`src/rtl/jesd204b_link_seq.sv`:
```
// rtl/jesd204b_link_seq.sv - JESD204B 4-lane link bring-up and recovery sequencer
// Sequences GT resets, waits for PHY/sync, qualifies stability and retries on faults.
module jesd204b_link_seq #(
   parameter int unsigned SYS_RST_CYC  = 10000,
   parameter int unsigned GAP_CYC      = 90000,
   parameter int unsigned DATA_RST_CYC = 10000,
   parameter int unsigned DONE_TMO     = 1000000,
   parameter int unsigned SYNC_TMO     = 1000000,
   parameter int unsigned STABLE_CYC   = 100000,
   parameter logic [7:0]  MAX_RETRY    = 8'd8
) (
   input  logic       clk,
   input  logic       reset,
   input  logic       enable,
   input  logic       pll_locked,
   input  logic       gt_powergood,
   input  logic       tx_reset_done,
   input  logic       rx_reset_done,
   input  logic       sync_b,
   input  logic       link_err,
   output logic       gt_sys_reset,
   output logic       gt_data_reset,
   output logic       link_reset_b,
   output logic       phy_ready,
   output logic       fail,
   output logic [7:0] retry_cnt,
   output logic [2:0] state
);

   typedef enum logic [2:0] {
      IDLE      = 3'd0,
      SYS_RST   = 3'd1,
      GAP       = 3'd2,
      DATA_RST  = 3'd3,
      DONE_WAIT = 3'd4,
      SYNC_WAIT = 3'd5,
      RUN       = 3'd6,
      FAILED    = 3'd7
   } state_t;

   // Timed phases leave on the last cycle of their window, so compare against N-1.
   localparam logic [23:0] SYS_LAST    = 24'(SYS_RST_CYC - 1);
   localparam logic [23:0] GAP_LAST    = 24'(GAP_CYC - 1);
   localparam logic [23:0] DATA_LAST   = 24'(DATA_RST_CYC - 1);
   localparam logic [23:0] DONE_LAST   = 24'(DONE_TMO - 1);
   localparam logic [23:0] SYNC_LAST   = 24'(SYNC_TMO - 1);
   localparam logic [23:0] STABLE_SAT  = 24'(STABLE_CYC);

   state_t      cur;
   state_t      nxt;
   logic [23:0] timer;
   logic [23:0] timer_nxt;
   logic [7:0]  retry_nxt;
   logic        do_retry;

   always_comb begin
      nxt       = cur;
      timer_nxt = timer + 24'd1;
      retry_nxt = retry_cnt;
      do_retry  = 1'b0;
      if (!enable) begin
         nxt       = IDLE;
         retry_nxt = 8'd0;
      end else if (!pll_locked && cur != FAILED) begin
         nxt = IDLE;
      end else begin
         case (cur)
            IDLE:      if (gt_powergood) nxt = SYS_RST;
            SYS_RST:   if (timer == SYS_LAST) nxt = GAP;
            GAP:       if (timer == GAP_LAST) nxt = DATA_RST;
            DATA_RST:  if (timer == DATA_LAST) nxt = DONE_WAIT;
            DONE_WAIT: begin
               // Success is tested first so it wins over a coincident timeout.
               if (tx_reset_done && rx_reset_done && gt_powergood) nxt = SYNC_WAIT;
               else if (timer == DONE_LAST) do_retry = 1'b1;
            end
            SYNC_WAIT: begin
               if (sync_b) nxt = RUN;
               else if (timer == SYNC_LAST) do_retry = 1'b1;
            end
            RUN: begin
               if (!sync_b || link_err || !gt_powergood) do_retry = 1'b1;
               else if (timer == STABLE_SAT) timer_nxt = timer;
            end
            FAILED:    nxt = FAILED;
            default:   nxt = IDLE;
         endcase
      end
      if (do_retry) begin
         if (retry_cnt >= MAX_RETRY) begin
            nxt = FAILED;
         end else begin
            nxt = SYS_RST;
            if (retry_cnt != 8'hFF) retry_nxt = retry_cnt + 8'd1;
         end
      end
      if (nxt != cur || nxt == IDLE || nxt == FAILED) timer_nxt = 24'd0;
   end

   always_ff @(posedge clk) begin
      if (reset) begin
         cur           <= IDLE;
         timer         <= 24'd0;
         retry_cnt     <= 8'd0;
         gt_sys_reset  <= 1'b0;
         gt_data_reset <= 1'b0;
         link_reset_b  <= 1'b0;
         phy_ready     <= 1'b0;
         fail          <= 1'b0;
      end else begin
         cur           <= nxt;
         timer         <= timer_nxt;
         retry_cnt     <= retry_nxt;
         // Outputs decode the state being entered so they move with the state register.
         gt_sys_reset  <= (nxt == SYS_RST);
         gt_data_reset <= (nxt == DATA_RST);
         link_reset_b  <= (nxt == SYNC_WAIT) || (nxt == RUN);
         phy_ready     <= (nxt == RUN) && (timer_nxt == STABLE_SAT);
         fail          <= (nxt == FAILED);
      end
   end

   assign state = cur;

endmodule

```
`config.mk`:
```
export PLATFORM = sky130hd
export DESIGN_NAME = jesd204b_link_seq
export DESIGN_NICKNAME = d
export VERILOG_FILES = /design/src/rtl/jesd204b_link_seq.sv
export SDC_FILE = /design/constraint.sdc
export NUM_CORES = 1
export LEC_CHECK = 0
export BUFFER_PORTS_ARGS = -buffer_cell sky130_fd_sc_hd__buf_2
export CORE_ASPECT_RATIO = 1.75
export CORE_MARGIN = 3
export CORE_UTILIZATION = 57
export CTS_BUF_LIST = sky130_fd_sc_hd__clkbuf_4 sky130_fd_sc_hd__clkbuf_8
export DETAILED_ROUTE_END_ITERATION = 7
export PLACE_DENSITY = 0.78
export SLEW_MARGIN = 20
export SYNTH_ARGS = -nofsm -noshare
export SYNTH_HDL_FRONTEND = slang
export SYNTH_SLANG_ARGS = --single-unit
```
`constraint.sdc`:
```
create_clock -name clk -period 4.9 [get_ports clk]
set_input_delay 0.735 -clock clk [delete_from_list [all_inputs] [get_ports clk]]
set_output_delay 0.735 -clock clk [all_outputs]
set_load 0.005 [all_outputs]
```
**After elaboration in Yosys (flattened, before gate mapping)**

Index checks and enable logic that the tools add are counted.

- Flip-flop bits (word level): 40
- Latch bits: 0
- Bits in writable memories: 0
- ROM bits: 0
- Input port bits: 9
- Output and inout port bits: 16
- Word-level logic and storage cells: 73
- Memories kept: 0

- Add/subtract/negate cells: 2
- $mul: 0
- Div/mod/pow operators: 0
- Order comparisons: 1
- Eq/ne operators: 20
- Shifts and indexed selects: 0
- Multiplexer cells: 28
- Bitwise operators: 0
- Reductions and logical operators: 14

Operators with widths:

| cell | count |
|---|---|
| 24-bit 2-to-1 mux | 6 |
| 24-bit by 17-bit == test with 1-bit output (second input constant) | 3 |
| 8-bit 2-to-1 mux | 4 |
| 3-bit 2-to-1 mux | 10 |
| 24-bit by 1-bit adder with 24-bit output (second input constant) | 1 |
| 24-bit by 14-bit == test with 1-bit output (second input constant) | 1 |
| 24-bit by 20-bit == test with 1-bit output (second input constant) | 1 |
| 3-bit == test (second input constant) | 7 |
| 3-bit one-hot mux with 7 select lines | 1 |
| 3-bit by 2-bit == test with 1-bit output (second input constant) | 3 |
| 8-bit by 1-bit adder with 8-bit output (second input constant) | 1 |
| 8-bit by 4-bit >= comparator with 1-bit output (second input constant) | 1 |
| 8-bit inequality test (second input constant) | 1 |
| 3-bit by 1-bit == test with 1-bit output (second input constant) | 2 |
| 3-bit zero test | 2 |
| 1-bit 2-to-1 mux | 6 |
| 1-bit logical OR | 5 |
| 1-bit logical AND | 4 |
| 1-bit zero test | 3 |
| 3-bit inequality test | 1 |
| 3-bit inequality test (second input constant) | 1 |
| 1-bit one-hot mux with 3 select lines | 1 |

**Longest topological paths before layout**

- Depth in word-level cells: 14
- Mapped depth: 10
- Mapped depth without buffers: 10

**Worst setup path after synthesis**

OpenSTA, ideal clock, no wires.

- Path kind: reg-to-reg
- From: register timer[8]
- To: register timer[10]
- Data arrival time: 2.517 ns
- Required time: 4.779 ns
- Slack: 2.262 ns
- Stages on the path, launching flop included: 10
- Path buffers: 2
- Period minus slack after synthesis: 2.638 ns
- Cells stage by stage: dfxtp_1 buf_2 or4b_1 or3b_1 nor3_2 a21oi_2 o311a_1 o2111ai_2 buf_6 nor2_1

- Word-level cells in the longest chain between the ends: 11

RTL lines:

| element | RTL line | text |
|---|---|---|
| start, declared | 51 | `logic [23:0] timer;` |
| start signal, assigned | 112 | `timer <= timer_nxt;` |
| 24-bit by 20-bit == test with 1-bit output | 75, 79 |  |
| 1-bit 2-to-1 mux | 75, 79 |  |
| 1-bit 2-to-1 mux (on tied branches) | 78, 74 |  |
| 1-bit one-hot mux with 3 select lines | 67 | `case (cur)` |
| 1-bit 2-to-1 mux | 64 | `end else if (!pll_locked && cur != FAILED) begin` |
| 1-bit 2-to-1 mux | 61 | `if (!enable) begin` |
| 3-bit 2-to-1 mux | 89 | `if (do_retry) begin` |
| 3-bit inequality test or 3-bit zero test (tied branches) | 97 | `if (nxt != cur \|\| nxt == IDLE \|\| nxt == FAILED) timer_nxt = 24'd0;` |
| 1-bit logical OR (2 in a row) | 97 |  |
| 24-bit 2-to-1 mux * | 97 |  |

Every way passes the cells marked *; elsewhere a longest branch is shown, timed or not.
A chain may end at the register's enable or synchronous reset.

**Final worst setup path**

- From: register timer[20]
- To: register timer[5]

The elaborated chain is that of the path after synthesis.

==> metrics.md <==
| Metric | Value |
|---|---|
| Status | `completed` |
| Worst-path fanout max | `25` |
| Total wire length | `5240 microns` |
| Sw frac | `0.220` |
| Mapped cell area | `2430 sq um` |
| P&R area growth vs syn | `5.26%` |
| CTS clk-pin slew, worst paths | `0.07 ns` |
| Hold Path Class | `reg2reg` |
| Period Utilization, post-route | `0.616` |
| Antenna violations before repair | `0` |
| Die area | `5110 sq um` |
| WP data required | `5.05 ns` |
| Power Total | `0.572 mW` |
| Max_cap viols | `0` |
| Worst skew pair latency | `0.29 ns` |
| Critical Path AT | `3.17 ns` |
| Hold depth | `1` |
| Reg2reg path depth | `7` |
| Vias in the first global route | `1975` |
| Num CTS Buffers | `5` |
| CP Cell Sequence | `or4_4, or3_4, nor3_1, a21oi_2, o311a_1, o2111ai_4, nor2_1` |
| Asr flop ratio synth | `0` |
| Largest net degree at the start of global routing | `26` |
| Drt wl/cell | `14.7 microns` |
| Syn nets | `309` |
| CTS tree | `built` |
| Commonest cells after routing, fill and taps aside | `54 x nor2_1, 40 x dfxtp_1, 24 x nand2_1, 24 x buf_2, 18 x xnor2_1` |
| Gp weighted congestion | `0.850` |
| IO Pins | `25` |
| Largest delay share family, worst path | `simple AND/OR/NAND/NOR gates` |
| DP HPWL | `3950 microns` |
| Slowest CP cell | `o2111ai_4` |
| Worst slew pin tran | `0.982 ns` |
| Row count | `30` |
| Leakage | `0.883 nW` |
| Share of total power in combinational logic | `0.036` |
| Critical path buffer and inverter count | `0` |
| Drc violations | `0` |
| Max Slew Vio Count | `0` |
| Setup TNS | `0 ns` |
| Final hold vios | `0` |
| Clock network power share | `0.393` |
| Synth warn | `0` |
| Crit path largest cell delay | `0.62 ns` |
| Nets | `321` |
| Final setup viols | `0` |
| Port-buffer cells | `24` |
| Mean post-synth cell area | `8.20 sq um` |
| Pwr Density | `224 nW/um^2` |
| Commonest non-fill, non-tap cell in the layout | `nor2_1` |
| Post-CTS sizing | `0` |
| Via count | `2075` |
| # hold bufs at CTS | `0` |
| Cell-internal power | `0.446 mW` |
| Antenna viol nets, final | `0` |
| Library cells used by synthesis | `56` |
| H-tree Lvls | `2` |
| Clock Skews | `0.00569 ns` |
| Element type at the critical path end | `flip-flop` |
| Clk buf depth | `2` |
| RSZ-0062 raised after global routing | `no` |
| GRT Resource Usage Total | `0.222` |
| Fraction of layout cells with a size suffix above 1 | `0.159` |
| Root cell of the clock tree | `clkbuf_8` |
| Primary FF master, synth | `dfxtp_1` |
| Worst ir drop on vdd | `0.225 mV` |
| Postcts setup bufs | `0` |
| Post-synth EDFFs | `0` |
| Synth Register Bits | `40` |
| Pre-antenna DRT Iters | `5` |
| N_diodes | `0` |
| Global-route wire length before repair | `9170 microns` |
| Total grt overflow | `0` |
| Sw power | `0.126 mW` |
| Min Tclk post-route | `3.02 ns` |
| Drt via density | `5.81` |
| Core ar. | `3980 sq um` |
| Critical path class | `reg2reg` |
| Seq pwr share | `0.571` |
| Mapped Cells | `296` |
| Die width | `55.3 microns` |
| Slew Limit Headroom | `0.336` |
| DR iter-0 viols | `50` |
| Seq/Total Area, Yosys | `0.330` |
| WP depth | `7` |
| Worst setup SP type | `flip-flop` |
| Initial Utilization | `0.610` |
| Fmax | `331 MHz` |
| Height of the die | `92.3 microns` |
| Number of clock sinks | `40` |
metal layers:
layer	track usage	wire, microns	vias to the layer above	share of wire
met1	0.244	2100	962	0.40
met5	0	0	-	0
li1	-	-	1055	-
met3	0.0377	182	11	0.035
met2	0.403	2810	47	0.54
met4	0.110	148	0	0.028
cell families after synthesis:
group                    count (synthesis)  share of synthesized area
AO/OA/AOI/OAI                           32                     0.0872
XOR/XNOR                                28                      0.101
adder cells (fa/ha/maj)                  4                     0.0206
buffers and inverters                   26                     0.0753
flip-flops                              40                      0.330
multiplexers                             1                    0.00413
AND/OR/NAND/NOR                        165                      0.382
cell type report:
| type | instances | area (sq um) |
|---|---|---|
| multi-input cells | 230 | 1450 |
| fillers | 369 | 1430 |
| flip-flops and latches | 40 | 801 |
| repair buffers | 24 | 120 |
| clock buffers | 6 | 82.6 |
| well taps | 48 | 60.1 |
| inverters | 7 | 26.3 |
| clock inverters | 2 | 10.0 |
synth_stat cells, drive strengths merged (7+ instances only):
| cell type | count | share of area |
|---|---|---|
| clkbuf | 9 | 0.026 |
| xor2 | 10 | 0.036 |
| nand4 | 7 | 0.018 |
| nor2 | 54 | 0.084 |
| a21oi | 14 | 0.032 |
| nand2 | 24 | 0.037 |
| inv | 7 | 0.011 |
| and3 | 8 | 0.024 |
| dfxtp | 40 | 0.33 |
| xnor2 | 18 | 0.065 |
| nand3 | 10 | 0.021 |
| nor3 | 15 | 0.037 |
| buf | 10 | 0.038 |
final timing paths:
kind                     start      endpoint  slack [ns]
setup / recovery     timer[20]      timer[5]        1.88
hold / removal    retry_cnt[5]  retry_cnt[5]        0.48
setup reg to reg     timer[20]      timer[5]        1.88
hold reg to reg   retry_cnt[5]  retry_cnt[5]        0.48
worst reg2reg max path: cells and delay by family, from the launching register on:
kind            cells  cell delay (ns)
compound gates      3             1.18
flops               1             0.38
simple gates        4             1.33
sequential cells by signal, indices dropped and copies added, names as in the netlist:
register       flops
fail               1
timer             24
phy_ready          1
link_reset_b       1
state              3
retry_cnt          8
gt_data_reset      1
gt_sys_reset       1
power groups by stage:
stage	Sequential [mW]	Clock (mW)	Combinational, mW
floorplan	0.334	0	0.0139
global placement	0.334	0	0.0192
detailed placement	0.334	0	0.0194
CTS	0.327	0.231	0.0195
global route	0.327	0.244	0.0230
finish	0.327	0.225	0.0204
metrics by stage:
| step | hold slack (ns) | area, sq um | utilization | setup slack, ns | std cells |
|---|---|---|---|---|---|
| 6_report | 0.482 | 2550 | 0.642 | 1.88 | 357 |
| 5_1_grt | 0.512 | 2550 | 0.642 | 1.64 | 357 |
| 4_1_cts | 0.486 | 2540 | 0.639 | 1.58 | 357 |
| 3_5_place_dp | 0.462 | 2450 | 0.616 | 1.59 | 349 |
| 3_3_place_gp | 0.456 | 2450 | 0.616 | 1.64 | 349 |
| 2_1_floorplan | 0.463 | 2430 | - | 2.26 | 296 |
No activity file was read; power rests on OpenSTA's default activity.
